==> src/rtl/core_ctrl_pkg.sv <==
// Shared definitions for the pipeline sequencing controller: FSM states,
// the x0 register index and the default performance-counter width.
package core_ctrl_pkg;

  typedef enum logic {
    RUN      = 1'b0,
    MEM_HOLD = 1'b1
  } state_t;

  localparam logic [4:0]  REG_X0        = 5'd0;
  localparam int unsigned CNT_W_DEFAULT = 32;

endpackage

==> src/rtl/perf_counter.sv <==
// Saturating event counter with synchronous clear taking priority over
// increment.
module perf_counter #(
  parameter int unsigned W = 32
) (
  input  logic         clock,
  input  logic         reset,
  input  logic         clear,
  input  logic         inc,
  output logic [W-1:0] count
);

  always_ff @(posedge clock or negedge reset) begin
    if (!reset) begin
      count <= '0;
    end else if (clear) begin
      count <= '0;
    end else if (inc && (count != '1)) begin
      count <= count + 1'b1;
    end
  end

endmodule

==> src/rtl/hazard_control.sv <==
// Five-stage pipeline sequencing controller: prioritised hazard resolution,
// data-memory hold FSM, redirect discard tracking and performance counters.
module hazard_control
  import core_ctrl_pkg::*;
#(
  parameter int unsigned CNT_W = CNT_W_DEFAULT
) (
  input  logic             clock,
  input  logic             reset,
  input  logic [4:0]       id_rs1,
  input  logic [4:0]       id_rs2,
  input  logic             id_use_rs1,
  input  logic             id_use_rs2,
  input  logic [4:0]       ex_rd,
  input  logic             ex_mem_read,
  input  logic             ex_branch_taken,
  input  logic             imem_ready,
  input  logic             dmem_req,
  input  logic             dmem_ready,
  input  logic             cnt_clear,
  output logic             pc_write,
  output logic             if_id_write,
  output logic             if_id_flush,
  output logic             id_ex_flush,
  output logic             ex_mem_write,
  output logic             mem_hold,
  output logic [CNT_W-1:0] stall_count,
  output logic [CNT_W-1:0] flush_count
);

  state_t state;
  logic   discard_pending;
  logic   load_use;
  logic   freeze;
  logic   redirect;
  logic   discard;

  assign load_use = ex_mem_read && (ex_rd != REG_X0) &&
                    ((id_use_rs1 && (id_rs1 == ex_rd)) ||
                     (id_use_rs2 && (id_rs2 == ex_rd)));
  assign freeze   = dmem_req && !dmem_ready;

  always_comb begin
    pc_write     = 1'b1;
    if_id_write  = 1'b1;
    if_id_flush  = 1'b0;
    id_ex_flush  = 1'b0;
    ex_mem_write = 1'b1;
    redirect     = 1'b0;
    discard      = 1'b0;
    if (!reset) begin
      // Bubbles flow through the pipeline while reset is held.
      pc_write    = 1'b0;
      if_id_flush = 1'b1;
      id_ex_flush = 1'b1;
    end else if (freeze) begin
      pc_write     = 1'b0;
      if_id_write  = 1'b0;
      ex_mem_write = 1'b0;
    end else if (ex_branch_taken) begin
      redirect    = 1'b1;
      if_id_flush = 1'b1;
      id_ex_flush = 1'b1;
    end else if (load_use) begin
      pc_write    = 1'b0;
      if_id_write = 1'b0;
      id_ex_flush = 1'b1;
    end else if (!imem_ready) begin
      pc_write    = 1'b0;
      if_id_flush = 1'b1;
    end else if (discard_pending) begin
      discard     = 1'b1;
      if_id_flush = 1'b1;
    end
  end

  // The hold state tracks freeze directly: it persists while the access is
  // outstanding and drops on completion or when the request goes away.
  always_ff @(posedge clock or negedge reset) begin
    if (!reset) begin
      state           <= RUN;
      discard_pending <= 1'b0;
    end else begin
      state <= freeze ? MEM_HOLD : RUN;
      if (redirect && !imem_ready) begin
        discard_pending <= 1'b1;
      end else if (discard) begin
        discard_pending <= 1'b0;
      end
    end
  end

  assign mem_hold = (state == MEM_HOLD);

  perf_counter #(.W(CNT_W)) u_stall_cnt (
    .clock (clock),
    .reset (reset),
    .clear (cnt_clear),
    .inc   (!pc_write),
    .count (stall_count)
  );

  perf_counter #(.W(CNT_W)) u_flush_cnt (
    .clock (clock),
    .reset (reset),
    .clear (cnt_clear),
    .inc   (redirect),
    .count (flush_count)
  );

endmodule

==> config.mk <==
export PLATFORM = sky130hd
export DESIGN_NAME = hazard_control
export DESIGN_NICKNAME = d
export VERILOG_FILES = /design/src/rtl/core_ctrl_pkg.sv /design/src/rtl/perf_counter.sv /design/src/rtl/hazard_control.sv
export SDC_FILE = /design/constraint.sdc
export NUM_CORES = 1
export LEC_CHECK = 0
export BUFFER_PORTS_ARGS = -buffer_cell sky130_fd_sc_hd__buf_2
export CORE_AREA = 4 4 115 117
export DETAILED_ROUTE_END_ITERATION = 8
export DIE_AREA = 0 0 119 121
export PLACE_DENSITY = 0.55
export SYNTH_ARGS = -nofsm -noshare
export SYNTH_HDL_FRONTEND = slang
export SYNTH_SLANG_ARGS = --single-unit
==> constraint.sdc <==
create_clock -name clock -period 2.4 [get_ports clock]
set_clock_uncertainty 0.05 [all_clocks]
set_input_delay 0.12 -clock clock [delete_from_list [all_inputs] [get_ports clock]]
set_output_delay 0.12 -clock clock [all_outputs]
set_load 0.005 [all_outputs]
==> results of run 1 <==
==> power breakdown <==
group	switching (W)	internal [W]
clock network	0.000526	0.00115
logic	0.000141	0.0000910
registers	0.00000601	0.00112
total	0.000673	0.00237
==> cells by family (layout without fill, tap and decap cells) <==
| family | Yosys count | after routing | share of synthesized area [%] |
|---|---|---|---|
| AND/OR/NAND/NOR | 228 | 228 | 32.40 |
| multiplexers | 25 | 25 | 6.768 |
| flip-flops | 66 | 66 | 39.53 |
| buffers and inverters | 36 | 160 | 3.803 |
| adder cells (fa/ha/maj) | 2 | 2 | 0.5989 |
| AO/OA/AOI/OAI | 95 | 95 | 14.59 |
| XOR/XNOR | 11 | 11 | 2.306 |
==> metrics by stage <==
step                      setup WS, ns  util (%)  instance area (um^2)  hold WS [ns]
after floorplan                 0.1531         -                  4178       -0.2256
after global placement          0.2135     40.49                  5006        0.1181
after detailed placement        0.1975     40.49                  5006        0.1250
after CTS                       0.1352     43.62                  5393       0.05975
after global routing           0.03725     43.86                  5423       0.09685
final                           0.1653     43.86                  5423       0.06820
==> state kept, by name, summed over array words and instances (netlist names) <==
| signal | flops |
|---|---|
| mem_hold | 1 |
| u_flush_cnt.count | 32 |
| discard_pending | 1 |
| u_stall_cnt.count | 32 |
==> area by class of cell <==
cell class	count	area, um^2	area share, %
sequential	66	1652	30.46
clock inverter	6	137.6	2.538
tap	172	215.2	3.969
clock buffer	10	239.0	4.407
multi-input combinational	361	2367	43.65
inverter	13	48.80	0.8999
timing repair buffer	131	763.2	14.07
==> timing repair <==
action | in CTS | in global routing
hold buffers | 1 | 0
hold endpoints to repair | 22 | 0
setup buffers | 0 | 4
endpoints found under the setup margin | 0 | 1
==> critical path, stage by stage <==
cell           delay (ns)
dlygate4sd3_1        0.53
buf_2                0.14
inv_1                0.24
nor3_1               0.12
o221a_2              0.21
buf_4                0.17
buf_4                0.15
nor4_1               0.35
mux2_2               0.37
==> worst paths after layout <==
path,startpoint,to,cells after the start
min in group asynchronous,reset,u_flush_cnt.count[9]$_DFFE_PN0P_,3
worst max-delay path,reset,u_stall_cnt.count[31]$_DFFE_PN0P_,9
worst min register to register,discard_pending$_DFFE_PN0P_,discard_pending$_DFFE_PN0P_,2
max in group asynchronous,reset,u_stall_cnt.count[6]$_DFFE_PN0P_,4
worst min-delay path,ex_branch_taken,discard_pending$_DFFE_PN0P_,3
worst max register to register,u_stall_cnt.count[16]$_DFFE_PN0P_,u_stall_cnt.count[8]$_DFFE_PN0P_,6
==> placed cells by master (no fill, tap or decap), types with 3 or more instances in the layout <==
cell,synthesis,routed
o31ai_1,25,25
nor4b_1,6,6
buf_4,3,35
mux2_2,16,16
nor4_1,11,11
nor3_1,11,11
nor4_4,3,3
o21ai_0,12,12
inv_1,13,13
mux2_1,6,6
xnor2_1,11,11
a21oi_1,42,42
dfrtp_1,66,66
nand2_1,31,31
or4_1,27,27
nand2b_1,5,5
nor2b_1,22,22
nand3_1,26,26
nor2_1,38,38
clkbuf_16,0,9
buf_2,3,94
or3_1,15,15
bufinv_16,0,4
nand4_1,18,18
==> routing by layer <==
layer  track usage (%)  part of all wire, %
met1             21.93                   47
met4             2.824                 0.61
met2             27.45                   49
met5                 0                    0
met3             3.963                  3.7
==> flow_summary.ini, run 1 <==
[yosys]
ys_top_cells_by_area = dfrtp_1 40%, a21oi_1 5.0%, or4_1 4.9%
ys.flop_type = dfrtp_1
syn_nets = 490
synth_cell_types = 53
synthTopCellsByCount = 66 x dfrtp_1, 42 x a21oi_1, 38 x nor2_1, 31 x nand2_1, 27 x or4_1
ys_seq_area_share_pct = 39.53
synthCells = 463
avgSynthCellArea_um2 = 9.023
yosys_warnings = 0
synth-edff-count = 0
async_reset_ff_share_pct = 100.0
ys_ff_latch = 66
syn_area_um2 = 4178
synth_most_common_cell = dfrtp_1
synth_top_area_share_pct = 39.53
yosysTopAreaCell = dfrtp_1

[detailed_routing]
wl_um = 11740
first_iter_violations = 200
route.detailed.drc = 0
via_per_inst = 5.298
ant_nets = 0
first_pass_iters = 7
via_count = 4021
wire_per_inst_um = 15.47

[power]
irDropWorstVdd_mv = 0.3656
p_per_area_nw_per_um2 = 560.3
total_power_w = 0.003038
p_leak_nw = 2.355

[cts]
cts_resized = 0
clkTransAtPathRegs_ns = 0.06
clock-sinks = 66
cts_max_path_buffers = 2
cts_root_buf = clkbuf_16
tritoncts = yes
htree_levels = 3
cts_buffers = 9
clk_latency_ns = 0.33

[floorplan]
die_h_um = 121
io_pins = 95
core_um2 = 12360
initial_core_util_pct = 33.79
rows = 41
fp.dieW_um = 119
fp.dieArea_um2 = 14400

[run_status]
status = complete, no violations

[layout]
drive_gt1_share_pct = 30.66
diodes = 0
area_growth_pct = 29.80
fin_cells = 759
nFillCells = 1239
fin_nets = 609

[place]
gp_congestion = 0.7699
place_hpwl_um = 8527
port_buffers = 94
placed_cells = 738

[critical_path]
critical_path_class = primary input to flop
cp.required_ns = 2.57
arrival_ns = 2.40
crit_path_max_fanout = 9
r2r_setup_slack_ns = 0.18
crit_path_start_kind = primary input
worstSetupEndpointType = flop

[sta]
finalCritPeriodShare_pct = 93.11
final.setup.tns_ns = 0
finalHoldViolCount = 0
rsz0062_at_grt = no
period_minus_slack_ns = 2.235
maxSlewHeadroom_pct = 59.77
final-setup-viol-count = 0
final_max_slew_viol_count = 0
worst_slew_pin_slew_ns = 0.6034
fmax_mhz = 447.5

[grt]
grt_max_degree = 46
antenna_found_initial = 0
grt_use_total_pct = 16.41
overflow = 0
grt_pass1_vias = 3749
grt_pass1_wl_um = 19360

[run]
cap_viol_max_count = 0

[hold_path]
min_path_type = primary input to flop
Power figures use the tool's default switching activity.
==> run 2: changes to the inputs <==
--- a/config.mk
+++ b/config.mk
@@ -5,11 +5,12 @@
 export SDC_FILE = /design/constraint.sdc
 export NUM_CORES = 1
 export LEC_CHECK = 0
+export ABC_AREA = 1
 export BUFFER_PORTS_ARGS = -buffer_cell sky130_fd_sc_hd__buf_2
-export CORE_AREA = 4 4 115 117
+export CORE_AREA = 4 4 123 125
 export DETAILED_ROUTE_END_ITERATION = 8
-export DIE_AREA = 0 0 119 121
-export PLACE_DENSITY = 0.55
+export DIE_AREA = 0 0 127 129
+export PLACE_DENSITY = 0.54
 export SYNTH_ARGS = -nofsm -noshare
 export SYNTH_HDL_FRONTEND = slang
 export SYNTH_SLANG_ARGS = --single-unit
==> flow_summary.ini, run 2 <==
[run_status]
status = finished with violations
failed_checks = hold timing

[yosys]
synthCells = 744
ys_seq_area_share_pct = 34.14
ys.flop_type = dfrtp_1
syn_nets = 771
synth_top_area_share_pct = 34.14
synth-edff-count = 0
synth_most_common_cell = nand2_1
yosysTopAreaCell = dfrtp_1
synthTopCellsByCount = 255 x nand2_1, 121 x nor2_1, 75 x inv_1, 66 x dfrtp_1, 60 x nand3_1
ys_ff_latch = 66
async_reset_ff_share_pct = 100.0
synth_cell_types = 32
syn_area_um2 = 4837
ys_top_cells_by_area = dfrtp_1 34%, nand2_1 20%, nor2_1 9.4%
yosys_warnings = 0
avgSynthCellArea_um2 = 6.502

[floorplan]
fp.dieArea_um2 = 16380
fp.dieW_um = 127
core_um2 = 13880
initial_core_util_pct = 34.85
die_h_um = 129
io_pins = 95
rows = 43

[place]
dp_slack_ns = 0.1059
gp_congestion = 0.9577
place_hpwl_um = 10590
port_buffers = 94

[critical_path]
crit_path_max_fanout = 19
cp.required_ns = 2.58
critical_path_class = flop to flop
worstSetupEndpointType = flop
rr_startpoint = u_flush_cnt.count[0]$_DFFE_PN0P_
arrival_ns = 2.35
r2r_setup_slack_ns = 0.24
reg2reg_depth = 12
regToRegEndpoint = u_flush_cnt.count[15]$_DFFE_PN0P_
crit_path_start_kind = flop

[detailed_routing]
via_per_inst = 4.781
route.detailed.drc = 0
first_pass_iters = 6
wire_per_inst_um = 14.12
first_iter_violations = 318
via_count = 4915
ant_nets = 0
wl_um = 14520

[layout]
area_growth_pct = 20.23
fin_nets = 873
reg_top3 = u_flush_cnt.count x32, u_stall_cnt.count x32
final_common_cell = nand2_1
register_area_um2 = 1652
drive_gt1_share_pct = 17.81
diodes = 0
nFillCells = 1536
final_cell_mix = 255 x nand2_1, 121 x nor2_1, 93 x buf_2
multi_input_area_um2 = 2738

[power]
irDropWorstVdd_mv = 0.3065
p_leak_nw = 2.899
p_per_area_nw_per_um2 = 447.5
p_sw_w = 0.0006573
seq_power_share_pct = 43.8
switching_share_pct = 25.25
cellInternalPower_w = 0.001945
p_comb_share_pct = 9.5
p_clk_share_pct = 46.7

[grt]
antenna_found_initial = 0
grt_pass1_vias = 4786
grt_pass1_wl_um = 23810
grt_max_degree = 67
overflow = 0
grt_use_total_pct = 17.98

[hold_path]
min_path_type = primary input to async pin

[run]
cap_viol_max_count = 0

[cts]
clk_latency_ns = 0.33
htree_levels = 3
clkTransAtPathRegs_ns = 0.06
cts_buffers = 9
cts_max_path_buffers = 2
cts_root_buf = clkbuf_16
tritoncts = yes
clock-sinks = 66

[sta]
hold_slack_ns = -0.02454
final_max_slew_viol_count = 0
final.setup.tns_ns = 0
rsz0062_at_grt = no
fmax_mhz = 461.9
maxSlewHeadroom_pct = 41.53
worst_slew_pin_slew_ns = 0.8770
setup_slack_ns = 0.2351
period_minus_slack_ns = 2.165
final-setup-viol-count = 0
finalHoldViolCount = 44
finalCritPeriodShare_pct = 90.21
run 2: changes by cell type after synthesis, moves of 10 or more:
cell     before  now
a21oi_1      42    7
inv_1        13   75
mux2_2       16    0
nand2_1      31  255
nand3_1      26   60
nor2_1       38  121
nor2b_1      22    0
nor3_1       11   24
nor4_1       11    0
o21ai_0      12   22
o31ai_1      25    4
or3_1        15    0
or4_1        27    0
xor2_1        0   27
run 2: what timing repair did:
item / 4_1_cts / 5_1_grt
hold buffers: 3 / 0
hold endpoints to repair: 2 / 0
endpoints found under the setup margin: 0 / 19
resized for setup: 0 / 2
buffers inserted: 0 / 5
run 2: cells by family (layout without fill, tap and decap cells):
logic type,after synthesis,in the layout,share of synthesized area [%]
flops,66,66,34.14
simple gates,502,502,45.63
fa+ha+maj,2,2,0.5172
buf+inv,103,207,9.260
xor+xnor,33,33,5.975
compound gates,38,38,4.475
run 2: layer usage:
metal  global-route usage [%]  vias to the layer above  wire length [um]
li1                         -                     2539                 -
met4                    4.353                        0               214
met2                    31.88                       94              7203
met5                        0                        -                 0
met1                    22.69                     2259              6512
met3                    3.362                       23               585
run 2: layout make-up:
type	instances	area share [%]
inverters	82	5.379
well taps	180	3.873
clock buffers	13	4.475
flip-flops and latches	66	28.40
repair buffers	112	10.80
multi-input cells	575	47.07
run 2: power by group through the flow:
stage               clock, W  sequential, W  combinational, W
floorplan                  0        0.00116          0.000141
global placement           0        0.00116          0.000238
detailed placement         0        0.00116          0.000239
CTS                  0.00126        0.00114          0.000244
global route         0.00130        0.00114          0.000281
finish               0.00122        0.00114          0.000248
run 2: stage by stage:
stage	area, um^2	power (W)	util (%)	cells
after floorplan	4837	0.001300	-	744
after global routing	5816	0.002720	41.90	1028
after CTS	5776	0.002639	41.61	1023
after detailed placement	5485	0.001398	39.52	1007
after global placement	5485	0.001397	39.52	1007
final	5816	0.002603	41.90	1028
run 2: critical path: stages (launching register included):
cell and delay (ns):
dfrtp_1 0.41, ha_1 0.23, nand3_1 0.18, inv_1 0.11, nand2_2 0.09, nor2_4 0.12
nand2_2 0.07, nand2_4 0.16, inv_4 0.14, nor2_8 0.20, buf_4 0.17, nand2_1 0.06
o31ai_1 0.07
run 2: worst max path at each step:
stage / start / to / slack (ns)
3_3_place_gp: u_flush_cnt.count[0]$_DFFE_PN0P_ / u_flush_cnt.count[29]$_DFFE_PN0P_ / 0.21
5_1_grt: u_flush_cnt.count[0]$_DFFE_PN0P_ / u_flush_cnt.count[31]$_DFFE_PN0P_ / 0.03
3_5_place_dp: u_flush_cnt.count[0]$_DFFE_PN0P_ / u_flush_cnt.count[17]$_DFFE_PN0P_ / 0.11
2_1_floorplan: u_stall_cnt.count[0]$_DFFE_PN0P_ / u_stall_cnt.count[14]$_DFFE_PN0P_ / 0.57
6_report: u_flush_cnt.count[0]$_DFFE_PN0P_ / u_flush_cnt.count[15]$_DFFE_PN0P_ / 0.24
4_1_cts: u_flush_cnt.count[0]$_DFFE_PN0P_ / u_flush_cnt.count[17]$_DFFE_PN0P_ / 0.09
==> run 3: changes to the inputs <==
--- a/config.mk
+++ b/config.mk
@@ -7,9 +7,9 @@
 export LEC_CHECK = 0
 export ABC_AREA = 1
 export BUFFER_PORTS_ARGS = -buffer_cell sky130_fd_sc_hd__buf_2
-export CORE_AREA = 4 4 123 125
+export CORE_AREA = 2 2 121 123
 export DETAILED_ROUTE_END_ITERATION = 8
-export DIE_AREA = 0 0 127 129
+export DIE_AREA = 0 0 123 125
 export PLACE_DENSITY = 0.54
 export SYNTH_ARGS = -nofsm -noshare
 export SYNTH_HDL_FRONTEND = slang
==> flow_summary.ini, run 3 (synthesis gave the netlist of run 2 again) <==
[run_status]
status = finished with violations
failed_checks = hold timing

[grt]
grt_max_degree = 67
antenna_found_initial = 0
overflow = 0
grt_pass1_vias = 4696
grt_use_total_pct = 19.77
grt_pass1_wl_um = 23960

[critical_path]
crit_path_max_fanout = 19
regToRegEndpoint = u_flush_cnt.count[4]$_DFFE_PN0P_
r2r_setup_slack_ns = 0.26
startpoint = u_flush_cnt.count[0]$_DFFE_PN0P_
slowest_stage = dfrtp_1
cpMostUsedCell = nand2_2
arrival_ns = 2.31
crit_path_start_kind = flop
crit_path_max_incr_delay_ns = 0.39
critical_path_class = flop to flop
path_cells = ha_1 > nand3_1 > inv_1 > nand2_2 > nor2_4 > nand2_2 > nand2_4 > inv_4 > nor2_8 > buf_4 > nand2_1 > o31ai_1
rr_startpoint = u_flush_cnt.count[0]$_DFFE_PN0P_
cp.required_ns = 2.57
worstSetupEndpointType = flop
crit_family = simple AND/OR/NAND/NOR gates
reg2reg_depth = 12
critPathCapture = u_flush_cnt.count[4]$_DFFE_PN0P_
cp.buffers_inverters = 3
crit_cells = 12

[sta]
maxSlewHeadroom_pct = 41.24
final_max_slew_viol_count = 0
hold_slack_ns = -0.01558
finalCritPeriodShare_pct = 89.14
final.setup.tns_ns = 0
finalHoldViolCount = 28
worst_slew_pin_slew_ns = 0.8815
fmax_mhz = 467.4
final-setup-viol-count = 0
rsz0062_at_grt = no
period_minus_slack_ns = 2.139

[power]
irDropWorstVdd_mv = 0.3568
p_per_area_nw_per_um2 = 461.9
p_leak_nw = 2.898

[floorplan]
core_um2 = 14200
initial_core_util_pct = 34.06
rows = 44
die_h_um = 125
fp.dieW_um = 123
io_pins = 95
fp.dieArea_um2 = 15380

[detailed_routing]
first_pass_iters = 7
route.detailed.drc = 0
wire_per_inst_um = 14.06
first_iter_violations = 384
ant_nets = 0
wl_um = 14520
via_count = 4976
via_per_inst = 4.822

[hold_path]
min_path_type = primary input to async pin

[layout]
register_area_um2 = 1652
nFillCells = 1581
area_growth_pct = 20.59
fin_nets = 871
diodes = 0
stdcell_area_um2 = 5833
drive_gt1_share_pct = 17.69
multi_input_area_um2 = 2738
final_cell_mix = 255 x nand2_1, 121 x nor2_1, 93 x buf_2
final_common_cell = nand2_1
reg_top3 = u_flush_cnt.count x32, u_stall_cnt.count x32

[place]
gp_congestion = 0.9018
post_dp_cell_area_um2 = 5490
place_hpwl_um = 10730
port_buffers = 94

[cts]
tritoncts = yes
cts_max_path_buffers = 2
htree_levels = 3
clkTransAtPathRegs_ns = 0.05
cts_buffers = 9
clock-sinks = 66
cts_root_buf = clkbuf_16
clk_latency_ns = 0.34

[run]
cap_viol_max_count = 0
==> run 3: worst reg2reg max path: stages, from the launching register on <==
cell	delay, ns
dfrtp_1	0.39
ha_1	0.23
nand3_1	0.18
inv_1	0.11
nand2_2	0.09
nor2_4	0.12
nand2_2	0.08
nand2_4	0.15
inv_4	0.14
nor2_8	0.19
buf_4	0.15
nand2_1	0.05
o31ai_1	0.10
==> run 3: layout make-up <==
cell class | count | share of cell area, %
flip-flops and latches | 66 | 28.31
well taps | 184 | 3.947
multi-input cells | 575 | 46.93
clock buffers | 13 | 4.290
inverters | 82 | 5.363
clock inverters | 2 | 0.6435
repair buffers | 110 | 10.51
==> run 3: through the flow <==
stage	cells	hold WS, ns	util (%)	setup slack [ns]	total power (W)
final	1032	-0.01558	41.07	0.2607	0.002694
after global routing	1032	0.05693	41.07	0.02717	0.002821
after CTS	1029	0.01469	40.89	0.1306	0.002739
after detailed placement	1011	0.2452	38.65	0.1354	0.001399
after global placement	1011	0.2436	38.65	0.2453	0.001399
after floorplan	744	-0.2256	-	0.5683	0.001300
==> run 3: how the worst min path moves through the flow <==
stage / to / slack, ns
3_5_place_dp: mem_hold$_DFF_PN0_ / 0.25
5_1_grt: u_flush_cnt.count[2]$_DFFE_PN0P_ / 0.06
6_report: u_flush_cnt.count[4]$_DFFE_PN0P_ / -0.02
3_3_place_gp: mem_hold$_DFF_PN0_ / 0.24
4_1_cts: discard_pending$_DFFE_PN0P_ / 0.01
2_1_floorplan: discard_pending$_DFFE_PN0P_ / -0.23
==> run 3: where the power goes <==
part | switching (W) | internal [W]
clock | 0.000482 | 0.000827
combinational | 0.000169 | 0.0000774
sequential | 0.0000122 | 0.00113
total | 0.000663 | 0.00203
==> run 3: timing repair <==
item,CTS,global route
buffers inserted,0,3
endpoints found under the setup margin,0,17
gates resized for setup,0,2
hold endpoints to repair,2,0
hold buffers,3,0
==> run 3: layer usage <==
metal | track usage (%) | share of wire (%) | wire length (um) | up-vias
met5 | 0 | 0 | 0 | -
met4 | 5.348 | 1.8 | 260 | 0
met3 | 4.425 | 4.3 | 618 | 23
met2 | 33.02 | 49 | 7131 | 106
met1 | 25.62 | 45 | 6505 | 2311
li1 | - | - | - | 2536
